==> config.mk <==
export PLATFORM = sky130hd
export DESIGN_NAME = bus_master_port
export DESIGN_NICKNAME = d
export VERILOG_FILES = /design/src/rtl/bus_master_port.sv
export SDC_FILE = /design/constraint.sdc
export NUM_CORES = 1
export LEC_CHECK = 0
export CORE_MARGIN = 4
export CORE_UTILIZATION = 45
export DETAILED_ROUTE_END_ITERATION = 12
export GPL_ROUTABILITY_DRIVEN = 0
export PLACE_DENSITY = 0.66
export RECOVER_POWER = 25
export SLEW_MARGIN = 15
export SYNTH_ARGS = -nofsm -noshare
export SYNTH_HDL_FRONTEND = slang
export SYNTH_SLANG_ARGS = --single-unit
export TNS_END_PERCENT = 100
==> constraint.sdc <==
create_clock -name clk -period 6.3 [get_ports clk]
set_input_delay 1.26 -clock clk [delete_from_list [all_inputs] [get_ports clk]]
set_output_delay 1.26 -clock clk [all_outputs]
set_load 0.05 [all_outputs]
==> src/rtl/bus_master_port.sv <==
// Serial bus master port: arbitrates for the system bus, selects a slave,
// then shifts address and write data out or read data in, all LSB first.
// Ports:
//   clk, reset        rising-edge clock, async active-high reset
//   start, rw_in      host request (sampled in IDLE), 1 = write
//   slave_id_in       target slave number (3 bits)
//   addr_in, wdata_in target address and write data
//   rdata_out         last completed read data
//   busy, done, err   status; done/err are one-cycle pulses
//   bus_req/bus_grant arbiter handshake
//   slave_sel         serial slave number to the arbiter
//   bus_valid/bus_out serial address/write-data stream
//   bus_mode          latched rw while busy
//   bus_in/rx_valid   serial read-data stream from the slave
//   slave_ready       slave select / write acknowledge
module bus_master_port #(
  parameter int ADDR_W  = 12,
  parameter int DATA_W  = 8,
  parameter int TIMEOUT = 255
) (
  input  logic              clk,
  input  logic              reset,
  input  logic              start,
  input  logic              rw_in,
  input  logic [2:0]        slave_id_in,
  input  logic [ADDR_W-1:0] addr_in,
  input  logic [DATA_W-1:0] wdata_in,
  output logic [DATA_W-1:0] rdata_out,
  output logic              busy,
  output logic              done,
  output logic              err,
  output logic              bus_req,
  input  logic              bus_grant,
  output logic              slave_sel,
  output logic              bus_valid,
  output logic              bus_out,
  output logic              bus_mode,
  input  logic              bus_in,
  input  logic              rx_valid,
  input  logic              slave_ready
);

  localparam int TW  = (TIMEOUT < 1) ? 1 : $clog2(TIMEOUT + 1);
  localparam int MW0 = (ADDR_W > DATA_W) ? ADDR_W : DATA_W;
  localparam int MW  = (MW0 > 3) ? MW0 : 3;
  localparam int BW  = $clog2(MW);

  localparam logic [TW-1:0] TMO_MAX   = TW'(TIMEOUT);
  localparam logic [BW-1:0] SEL_LAST  = BW'(2);
  localparam logic [BW-1:0] ADDR_LAST = BW'(ADDR_W - 1);
  localparam logic [BW-1:0] DATA_LAST = BW'(DATA_W - 1);

  localparam logic [3:0] S_IDLE     = 4'd0;
  localparam logic [3:0] S_REQ      = 4'd1;
  localparam logic [3:0] S_SEL      = 4'd2;
  localparam logic [3:0] S_WAIT_RDY = 4'd3;
  localparam logic [3:0] S_ADDR     = 4'd4;
  localparam logic [3:0] S_WDATA    = 4'd5;
  localparam logic [3:0] S_WAIT_ACK = 4'd6;
  localparam logic [3:0] S_RDATA    = 4'd7;
  localparam logic [3:0] S_DONE     = 4'd8;
  localparam logic [3:0] S_ERR      = 4'd9;

  logic [3:0]        state, state_n;
  logic [BW-1:0]     bit_cnt, bit_n;
  logic [TW-1:0]     tmo_cnt, tmo_n, tmo_inc;
  logic              timed, lost;
  logic              rw_q, rw_n;
  logic [2:0]        sid_q, sid_n, sid_sh;
  logic [ADDR_W-1:0] addr_q, addr_n, addr_sh;
  logic [DATA_W-1:0] wdata_q, wdata_n, wdata_sh;
  logic [DATA_W-1:0] shadow_q, shadow_n;
  logic [DATA_W-1:0] rdata_n;
  logic              busy_n, sel_n, valid_n, out_n, mode_n;

  // The timeout count includes the current cycle, so the wait ends after
  // exactly TIMEOUT cycles without the awaited event.
  assign tmo_inc = tmo_cnt + TW'(1);
  assign timed   = (tmo_inc == TMO_MAX);
  assign lost    = !bus_grant;

  always_comb begin
    state_n  = state;
    bit_n    = bit_cnt;
    tmo_n    = tmo_cnt;
    rw_n     = rw_q;
    sid_n    = sid_q;
    addr_n   = addr_q;
    wdata_n  = wdata_q;
    shadow_n = shadow_q;
    rdata_n  = rdata_out;

    unique case (state)
      S_IDLE: begin
        if (start) begin
          rw_n     = rw_in;
          sid_n    = slave_id_in;
          addr_n   = addr_in;
          wdata_n  = wdata_in;
          shadow_n = '0;
          state_n  = S_REQ;
        end
      end
      S_REQ: begin
        if (bus_grant)  state_n = S_SEL;
        else if (timed) state_n = S_ERR;
        else            tmo_n   = tmo_inc;
      end
      S_SEL: begin
        if (lost)                     state_n = S_ERR;
        else if (bit_cnt == SEL_LAST) state_n = S_WAIT_RDY;
        else                          bit_n   = bit_cnt + BW'(1);
      end
      S_WAIT_RDY: begin
        if (lost)                        state_n = S_ERR;
        else if (!slave_ready && timed)  state_n = S_ERR;
        else if (slave_ready)            state_n = S_ADDR;
        else                             tmo_n   = tmo_inc;
      end
      S_ADDR: begin
        if (lost)                      state_n = S_ERR;
        else if (bit_cnt == ADDR_LAST) state_n = rw_q ? S_WDATA : S_RDATA;
        else                           bit_n   = bit_cnt + BW'(1);
      end
      S_WDATA: begin
        if (lost)                      state_n = S_ERR;
        else if (bit_cnt == DATA_LAST) state_n = S_WAIT_ACK;
        else                           bit_n   = bit_cnt + BW'(1);
      end
      S_WAIT_ACK: begin
        if (lost)                        state_n = S_ERR;
        else if (!slave_ready && timed)  state_n = S_ERR;
        else if (slave_ready)            state_n = S_DONE;
        else                             tmo_n   = tmo_inc;
      end
      S_RDATA: begin
        if (lost) begin
          state_n = S_ERR;
        end else if (rx_valid) begin
          shadow_n = shadow_q | (DATA_W'(bus_in) << bit_cnt);
          tmo_n    = '0;
          if (bit_cnt == DATA_LAST) begin
            state_n = S_DONE;
            rdata_n = shadow_n;
          end else begin
            bit_n = bit_cnt + BW'(1);
          end
        end else if (timed) begin
          state_n = S_ERR;
        end else begin
          tmo_n = tmo_inc;
        end
      end
      S_DONE:  state_n = S_IDLE;
      S_ERR:   state_n = S_IDLE;
      default: state_n = S_IDLE;
    endcase

    if (state_n != state) begin
      bit_n = '0;
      tmo_n = '0;
    end

    // Outputs are registered from the next state so they line up with it.
    sid_sh   = sid_n >> bit_n;
    addr_sh  = addr_n >> bit_n;
    wdata_sh = wdata_n >> bit_n;
    busy_n   = (state_n != S_IDLE) && (state_n != S_DONE) &&
               (state_n != S_ERR);
    sel_n    = (state_n == S_SEL) && sid_sh[0];
    valid_n  = (state_n == S_ADDR) || (state_n == S_WDATA);
    out_n    = ((state_n == S_ADDR) && addr_sh[0]) ||
               ((state_n == S_WDATA) && wdata_sh[0]);
    mode_n   = busy_n && rw_n;
  end

  always_ff @(posedge clk or posedge reset) begin
    if (reset) begin
      state     <= S_IDLE;
      bit_cnt   <= '0;
      tmo_cnt   <= '0;
      rw_q      <= 1'b0;
      sid_q     <= '0;
      addr_q    <= '0;
      wdata_q   <= '0;
      shadow_q  <= '0;
      rdata_out <= '0;
      busy      <= 1'b0;
      bus_req   <= 1'b0;
      done      <= 1'b0;
      err       <= 1'b0;
      slave_sel <= 1'b0;
      bus_valid <= 1'b0;
      bus_out   <= 1'b0;
      bus_mode  <= 1'b0;
    end else begin
      state     <= state_n;
      bit_cnt   <= bit_n;
      tmo_cnt   <= tmo_n;
      rw_q      <= rw_n;
      sid_q     <= sid_n;
      addr_q    <= addr_n;
      wdata_q   <= wdata_n;
      shadow_q  <= shadow_n;
      rdata_out <= rdata_n;
      busy      <= busy_n;
      bus_req   <= busy_n;
      done      <= (state_n == S_DONE);
      err       <= (state_n == S_ERR);
      slave_sel <= sel_n;
      bus_valid <= valid_n;
      bus_out   <= out_n;
      bus_mode  <= mode_n;
    end
  end

endmodule

[Word-level counts from Yosys, hierarchy flattened]
Index checks and enable logic that the tools add are counted.
Word-level totals
  input bits: 31
  register bits: 63
  output and inout port bits: 16
  word-level logic and storage cells: 119
Operators by class
  add/sub/neg operators: 2
  eq/ne operators: 27
  shift operators: 4
  muxes and demuxes: 51
  reduce and logical (&&, ||, !) cells: 18
  bitwise operators: 1
Operators by type and width (number)
  4-bit 2-to-1 mux: 27
  8-bit 2-to-1 mux: 13
  4-bit one-hot mux with 8 select lines: 1
  4-bit by 3-bit equality test with 1-bit output, second input constant: 7
  12-bit 2-to-1 mux: 2
  8-bit one-hot mux with 3 select lines: 1
  4-bit by 2-bit equality test with 1-bit output, second input constant: 4
  4-bit one-hot mux with 4 select lines: 1
  8-bit one-hot mux with 2 select lines: 1
  4-bit equality test, second input constant: 3
  12-bit by 4-bit right shift with 1-bit output: 1
  8-bit by 1-bit adder with 8-bit output, second input constant: 1
  8-bit equality test, second input constant: 1
  4-bit inequality test, second input constant: 2
  8-bit OR: 1
  4-bit AND reduction: 2
  4-bit nonzero test: 2
  1-bit by 4-bit left shift with 8-bit output: 1
  8-bit by 4-bit right shift with 1-bit output: 1
  1-bit logical AND: 7
  3-bit 2-to-1 mux: 2
  2-bit inequality test, second input constant: 3
  3-bit by 2-bit inequality test with 1-bit output, second input constant: 2
  3-bit inequality test, second input constant: 2
  other kinds (13): 15

[Longest topological paths before layout]
Gate-level depths: netlist of the first run.
  depth after elaboration: 11
  gate-level depth with buffers: 12
  gate-level depth less buffers: 11

[Worst setup path before layout of the first run]
No wires, ideal clock.
  path kind: input port to flip-flop
  from: input start
  to: register bus_out
  data required time: 6169 ps
  path buffers: 3
  arrival: 3029 ps
  setup slack: 3140 ps
  stages on the path: 10
  library setup time: 131 ps
  path through: nor4b_1 -> and2_1 -> buf_4 -> buf_6 -> buf_2 -> mux2_2 -> nand2_1 -> o21ai_0 -> a221oi_1 -> o22ai_1
On the way
  elaborated cells between the ends (all ways): 15
  those cells by class: eq/ne: 3; shift: 2; mux: 7; reduce/logical: 3
RTL lines
  from (decl): line 23  | input logic start,
  12-bit 2-to-1 mux: line 95  | if (start) begin
  12-bit 2-to-1 mux: line 93  | unique case (state)
  named net addr_n[0]: line 70  | logic [ADDR_W-1:0] addr_q, addr_n, addr_sh;
  12-bit by 4-bit right shift with 1-bit output: line 166  | addr_sh = addr_n >> bit_n;
  1-bit logical AND: line 172  | out_n = ((state_n == S_ADDR) && addr_sh[0]) ||
  1-bit logical OR: line 172
  named net out_n: line 74  | logic busy_n, sel_n, valid_n, out_n, mode_n;
  to (signal assigned): line 212  | bus_out <= out_n;
  to (decl): line 36  | output logic bus_out,
The timed path passes the listed nets, and every way through them passes these cells.
A chain may end at the register's enable or synchronous reset.

==> flow_summary.json, run 1 <==
{
  "fillers": 762,
  "switching_share_pct": 41.9,
  "clk_pin_slew_worst_paths_ns": 0.07,
  "cp.required_ns": 5.99,
  "p_switching_w": 0.000755,
  "synth_fa_ha_area_share_pct": 1.30,
  "dp_cells": 526,
  "clockBufferDepth": 2,
  "stdcell_area_sq_um": 4500,
  "syn_avg_cell_area_sq_um": 9.68,
  "cts_resized": 0,
  "synth_area_leaders": "dfrtp_1 (41%), mux2_2 (5.3%), a21oi_1 (3.8%)",
  "seq_area_frac_synth_pct": 40.9,
  "grt_usage_pct": 18.6,
  "core_area_sq_um": 8260,
  "initial_core_util_pct": 46.6,
  "grt_pass1_wl_mm": 15.0,
  "cts_sinks": 63,
  "io_pins": 47,
  "clkPwrFrac_pct": 19.9,
  "hpwlAfterDp_mm": 6.41,
  "setup_viol": 0,
  "path_max_fanout": 63,
  "critPathCaptureType": "asynchronous set/reset pin",
  "syn-num-nets": 433,
  "synth_top_area_share_pct": 40.9,
  "synth_xor_area_share_pct": 1.53,
  "die_h_microns": 101,
  "ys_ff_latch": 63,
  "port_buffers": 46,
  "via_count": 3100,
  "power.internal_w": 0.00105,
  "grt_overflow": 0,
  "multi_input_area_sq_um": 2040,
  "cts_setup_buffers": 0,
  "place_area_sq_um": 4300,
  "status": "finished with violations",
  "yosys_warnings": 0,
  "drv_slew": 64,
  "async_flop_share_pct": 100,
  "antenna_found_initial": 0,
  "dr.pass1.iters": 4,
  "numCtsBuffers": 9,
  "chipWidth_microns": 101,
  "n_antenna_cell": 0,
  "wire_per_inst_microns": 16.6,
  "grt_pass1_vias": 3040,
  "instances_no_fill": 541,
  "syn-cell-area_sq_um": 3850,
  "synthCells": 398,
  "wirelength_mm": 8.99,
  "ant_nets": 0,
  "drt_iter0_markers": 243,
  "syn_to_final_growth_pct": 16.7,
  "period_needed_ns": 4.38,
  "violations": "max-capacitance violations, max-slew violations",
  "synthFlopType": "dfrtp_1",
  "row_count": 33,
  "dieArea_sq_um": 10100,
  "finalSetupTns_ns": 0,
  "p_per_area_nw_per_um2": 401,
  "synthMuxAreaShare_pct": 8.74,
  "synth_top_area_cell": "dfrtp_1",
  "maxCapViolations": 1,
  "rsz0062_at_grt": "no",
  "cts_hold_buffers": 0,
  "ys_types": 74,
  "worstSkewPairLatency_ns": 0.34,
  "power_frac_seq_pct": 34.9,
  "synth_compound_area_share_pct": 21.9,
  "drive_above_1_share_pct": 13.8,
  "synth_edf_count": 0,
  "slew_headroom_pct": -121,
  "reg2reg_slack_ns": 2.56,
  "clock_skew_ns": 0.00913,
  "power_frac_comb_pct": 45.2,
  "drc": 0,
  "hold_class": "reg -> reg",
  "synth-simple-area-share_pct": 19.2,
  "worstMarginPinSlew_ns": 3.32,
  "htree_levels": 3,
  "tritoncts": "done",
  "synth_top_family_by_area": "compound AO/OA/AOI/OAI gates",
  "p_leak_nw": 1.81,
  "path_class": "in -> async",
  "viasPerCell": 5.73,
  "nNetsFinal": 467,
  "cp_data_arrival_time_ns": 4.07,
  "synth.cells.most_frequent": "dfrtp_1 (63), nand2_1 (38), nor2_1 (31), a21oi_1 (29)",
  "final.period_utilization_pct": 69.5,
  "finalHoldViolCount": 0,
  "grt_max_degree": 64,
  "seqCellArea_sq_um": 1580,
  "finalPower_w": 0.00180,
  "fmax_ghz": 0.228,
  "cts-root-buf": "clkbuf_8",
  "yosys.cell_count.top_type": "dfrtp_1",
  "cp-start-kind": "input port",
  "peakVddDrop_uv": 261
}
registers in the layout, indices dropped and copies added (netlist names):
name / flops
addr_q: 12
bit_cnt: 4
bus_mode: 1
bus_out: 1
bus_req: 1
bus_valid: 1
done: 1
err: 1
rdata_out: 8
rw_q: 1
shadow_q: 8
sid_q: 3
slave_sel: 1
state: 4
tmo_cnt: 8
wdata_q: 8
power by group through the flow:
stage	logic, W	clock network, W	registers [W]
floorplan	0.000669	0	0.000620
global placement	0.000806	0	0.000635
detailed placement	0.000809	0	0.000635
CTS	0.000815	0.000367	0.000629
global route	0.000891	0.000382	0.000648
finish	0.000815	0.000358	0.000628
metal layers:
metal / wire length, microns / vias to the layer above / global-route usage [%] / part of all wire [%]
met1: 4110 / 1464 / 25.4 / 46
met4: 176 / 0 / 6.42 / 2.0
met2: 4260 / 94 / 29.6 / 47
met5: 0 / - / 0 / 0
li1: - / 1525 / - / -
met3: 437 / 17 / 3.67 / 4.9
worst max-delay path, stage by stage:
cell and delay [ns]:
clkdlybuf4s50_1 0.40, clkinv_1 0.05, clkbuf_1 2.33
placed cells by master (no fill, tap or decap), types with 3 or more instances in the layout:
master	count
nor3_1	5
a21o_1	3
a31oi_1	3
mux2_2	18
o22ai_1	7
o2111ai_1	3
ha_1	4
clkdlybuf4s50_1	46
mux2i_1	12
and2_1	5
nand2b_1	5
o21ai_1	3
a21oi_1	29
nand2_1	38
clkbuf_8	11
nor4_1	3
nor4b_1	3
a221oi_1	3
nor3b_1	5
a311oi_1	4
dfrtp_1	63
inv_1	19
o21ai_0	20
nor2_1	31
nand3_1	8
nor2b_1	5
o31ai_1	10
xor2_1	3
through the flow:
| stage | util (%) | hold WS [ns] | setup WS, ns |
|---|---|---|---|
| after floorplan | - | 0.447 | 3.14 |
| after global placement | 52.0 | 0.461 | 1.98 |
| after detailed placement | 52.0 | 0.467 | 1.95 |
| after CTS | 54.4 | 0.484 | 2.31 |
| after global routing | 54.4 | 0.505 | 1.10 |
| final | 54.4 | 0.478 | 1.92 |
worst paths after layout:
path	from	endpoint	cells past startpoint
max in group clk	bus_grant	bus_out	10
setup reg to reg	state[1]	bus_out	9
setup / recovery	reset	done	3
hold / removal	rdata_out[0]	rdata_out[0]	2
min in group asynchronous	reset	wdata_q[7]	3
hold reg to reg	rdata_out[0]	rdata_out[0]	2
cells by family after synthesis:
family | count (synthesis)
AOI/OAI and AO/OA | 115
xor gates and xnor gates | 5
adders and majority gates | 4
buffers and inverters | 47
DFF | 63
muxes | 31
and+or+nand+nor | 133
cell type report:
cell class | instances | area share (%)
Multi-Input combinational cell | 288 | 45.3
Sequential cell | 63 | 35.1
Timing Repair Buffer | 48 | 10.5
Clock buffer | 12 | 3.45
Tap cell | 105 | 2.92
Inverter | 22 | 1.84
Clock inverter | 3 | 0.946
Note: power is estimated with default switching activity, not from simulation.
==> run 2, diff against run 1 <==
Clock period 6.3 ns to 4.5 ns, I/O delays scaled along.
==> flow_summary.json, run 2 (synthesized netlist as in run 1, its figures left out) <==
{
  "row_count": 33,
  "holdPathEnd": "rdata_out[5]",
  "worstHoldStart": "rdata_out[5]",
  "cp_data_arrival_time_ns": 3.79,
  "critPathTopFamily": "simple AND/OR/NAND/NOR gates",
  "path_max_fanout": 18,
  "grt_max_degree": 36,
  "initial_core_util_pct": 46.6,
  "switching_share_pct": 43.5,
  "period_needed_ns": 3.58,
  "power.internal_w": 0.00140,
  "largest-register": "addr_q",
  "post-place-ws_ns": 0.542,
  "hpwlAfterDp_mm": 6.65,
  "critPathCaptureType": "register",
  "grt_overflow": 0,
  "n_antenna_cell": 0,
  "cts_sinks": 63,
  "drv_slew": 30,
  "post-route-util_pct": 54.4,
  "final_cell_mix": "dfrtp_1 (63), clkdlybuf4s50_1 (45), nand2_1 (38), nor2_1 (31), a21oi_1 (29)",
  "p_per_area_nw_per_um2": 551,
  "place_area_sq_um": 4320,
  "via_count": 3195,
  "drt_iter0_markers": 319,
  "crit_buf_inv": 2,
  "cp_slowest_cell": "and2_1",
  "htree_levels": 3,
  "clk_pin_slew_worst_paths_ns": 0.07,
  "tritoncts": "done",
  "chipWidth_microns": 101,
  "cts_hold_buffers": 0,
  "violations": "max-capacitance violations, max-slew violations",
  "finalSetupTns_ns": 0,
  "numCtsBuffers": 9,
  "fillers": 777,
  "syn_to_final_growth_pct": 16.7,
  "grt_pass1_wl_mm": 15.3,
  "clkPwrFrac_pct": 18.1,
  "grt_pass1_vias": 3084,
  "setup_viol": 0,
  "clockBufferDepth": 2,
  "slew_headroom_pct": -6.62,
  "cts_resized": 0,
  "die_h_microns": 101,
  "cp_cell_sequence": "clkdlybuf4s50_1 -> nor4b_1 -> and2_1 -> buf_4 -> mux2_2 -> mux2_2 -> mux2i_1 -> o22ai_1 -> o2111ai_1 -> o22ai_1",
  "finalPower_w": 0.00248,
  "final_common_cell": "dfrtp_1",
  "drive_above_1_share_pct": 14.5,
  "io_pins": 47,
  "clock_skew_ns": 0.00787,
  "power_frac_seq_pct": 35.4,
  "port_buffers": 46,
  "dieArea_sq_um": 10100,
  "fmax_ghz": 0.280,
  "worstMarginPinSlew_ns": 1.60,
  "path_class": "in -> reg",
  "reg2reg_slack_ns": 1.01,
  "peakVddDrop_uv": 509,
  "cp-start-kind": "input port",
  "final.period_utilization_pct": 79.5,
  "critPathLaunch": "start",
  "cts_setup_buffers": 0,
  "reg2reg_depth": 9,
  "nNetsFinal": 470,
  "drc": 0,
  "cp.required_ns": 4.71,
  "dr.pass1.iters": 5,
  "setup_ws_ns": 0.924,
  "viasPerCell": 5.86,
  "p_leak_nw": 1.81,
  "grt_usage_pct": 19.2,
  "cts-root-buf": "clkbuf_8",
  "power_frac_comb_pct": 46.6,
  "p_switching_w": 0.00108,
  "wire_per_inst_microns": 17.0,
  "cp_slowest_stage_delay_ns": 0.48,
  "ant_nets": 0,
  "status": "finished with violations",
  "worstSkewPairLatency_ns": 0.34,
  "hold_class": "reg -> reg",
  "largest_reg_flops": 12,
  "core_area_sq_um": 8260,
  "antenna_found_initial": 0,
  "maxCapViolations": 1,
  "wirelength_mm": 9.25,
  "hold_depth": 2,
  "timing.rr.start": "state[2]",
  "finalHoldViolCount": 0,
  "stdcell_area_sq_um": 4500,
  "r2r-end": "bus_out",
  "rsz0062_at_grt": "no"
}
-- run 2: changes by cell type in the layout (fill, tap and decap cells not counted), sizes merged --
cell	previous run	this run
clkinvlp	1	2
clkbuf	13	12
dlygate4sd3	0	1
inv	20	21
bufinv	1	0
buf	1	4
clkinv	3	4
clkdlybuf4s50	46	45
-- run 2: through the flow --
stage | hold slack (ns) | cells
final | 0.480 | 545
after global routing | 0.505 | 545
after CTS | 0.485 | 545
after detailed placement | 0.470 | 529
after global placement | 0.461 | 529
after floorplan | 0.447 | 398
-- run 2: power groups by stage --
stage	clock [W]	sequential [W]	combinational, W
after global placement	0	0.000880	0.00113
after CTS	0.000459	0.000877	0.00115
after floorplan	0	0.000867	0.000936
final	0.000447	0.000876	0.00115
after global routing	0.000485	0.000894	0.00127
after detailed placement	0	0.000887	0.00114
-- run 2: how the worst max path moves through the flow --
stage	cells after the start	end
floorplan	10	bus_out
global placement	10	bus_out
detailed placement	10	bus_out
CTS	10	bus_out
global route	3	tmo_cnt[2]
finish	10	bus_out
-- run 2: layer usage --
metal	vias to the layer above	share of wire [%]	track usage (%)
met3	19	5.1	3.25
met4	0	2.2	8.50
met1	1546	46	26.7
li1	1525	-	-
met2	105	47	29.5
met5	-	0	0
-- run 2: tightest hold or removal path, delay by kind of cell, from the launching register on --
family,cells,cell delay (ns)
compound gates,1,0.06
flops,1,0.34
simple gates,1,0.04
-- run 2: final cells by class --
class / instances / area (sq um) / share of cell area, %
flip-flops and latches: 63 / 1580 / 35.1
well taps: 105 / 131 / 2.92
clock buffers: 11 / 141 / 3.15
inverters: 22 / 82.6 / 1.84
clock inverters: 5 / 33.8 / 0.751
repair buffers: 51 / 494 / 11.0
multi-input cells: 288 / 2040 / 45.3
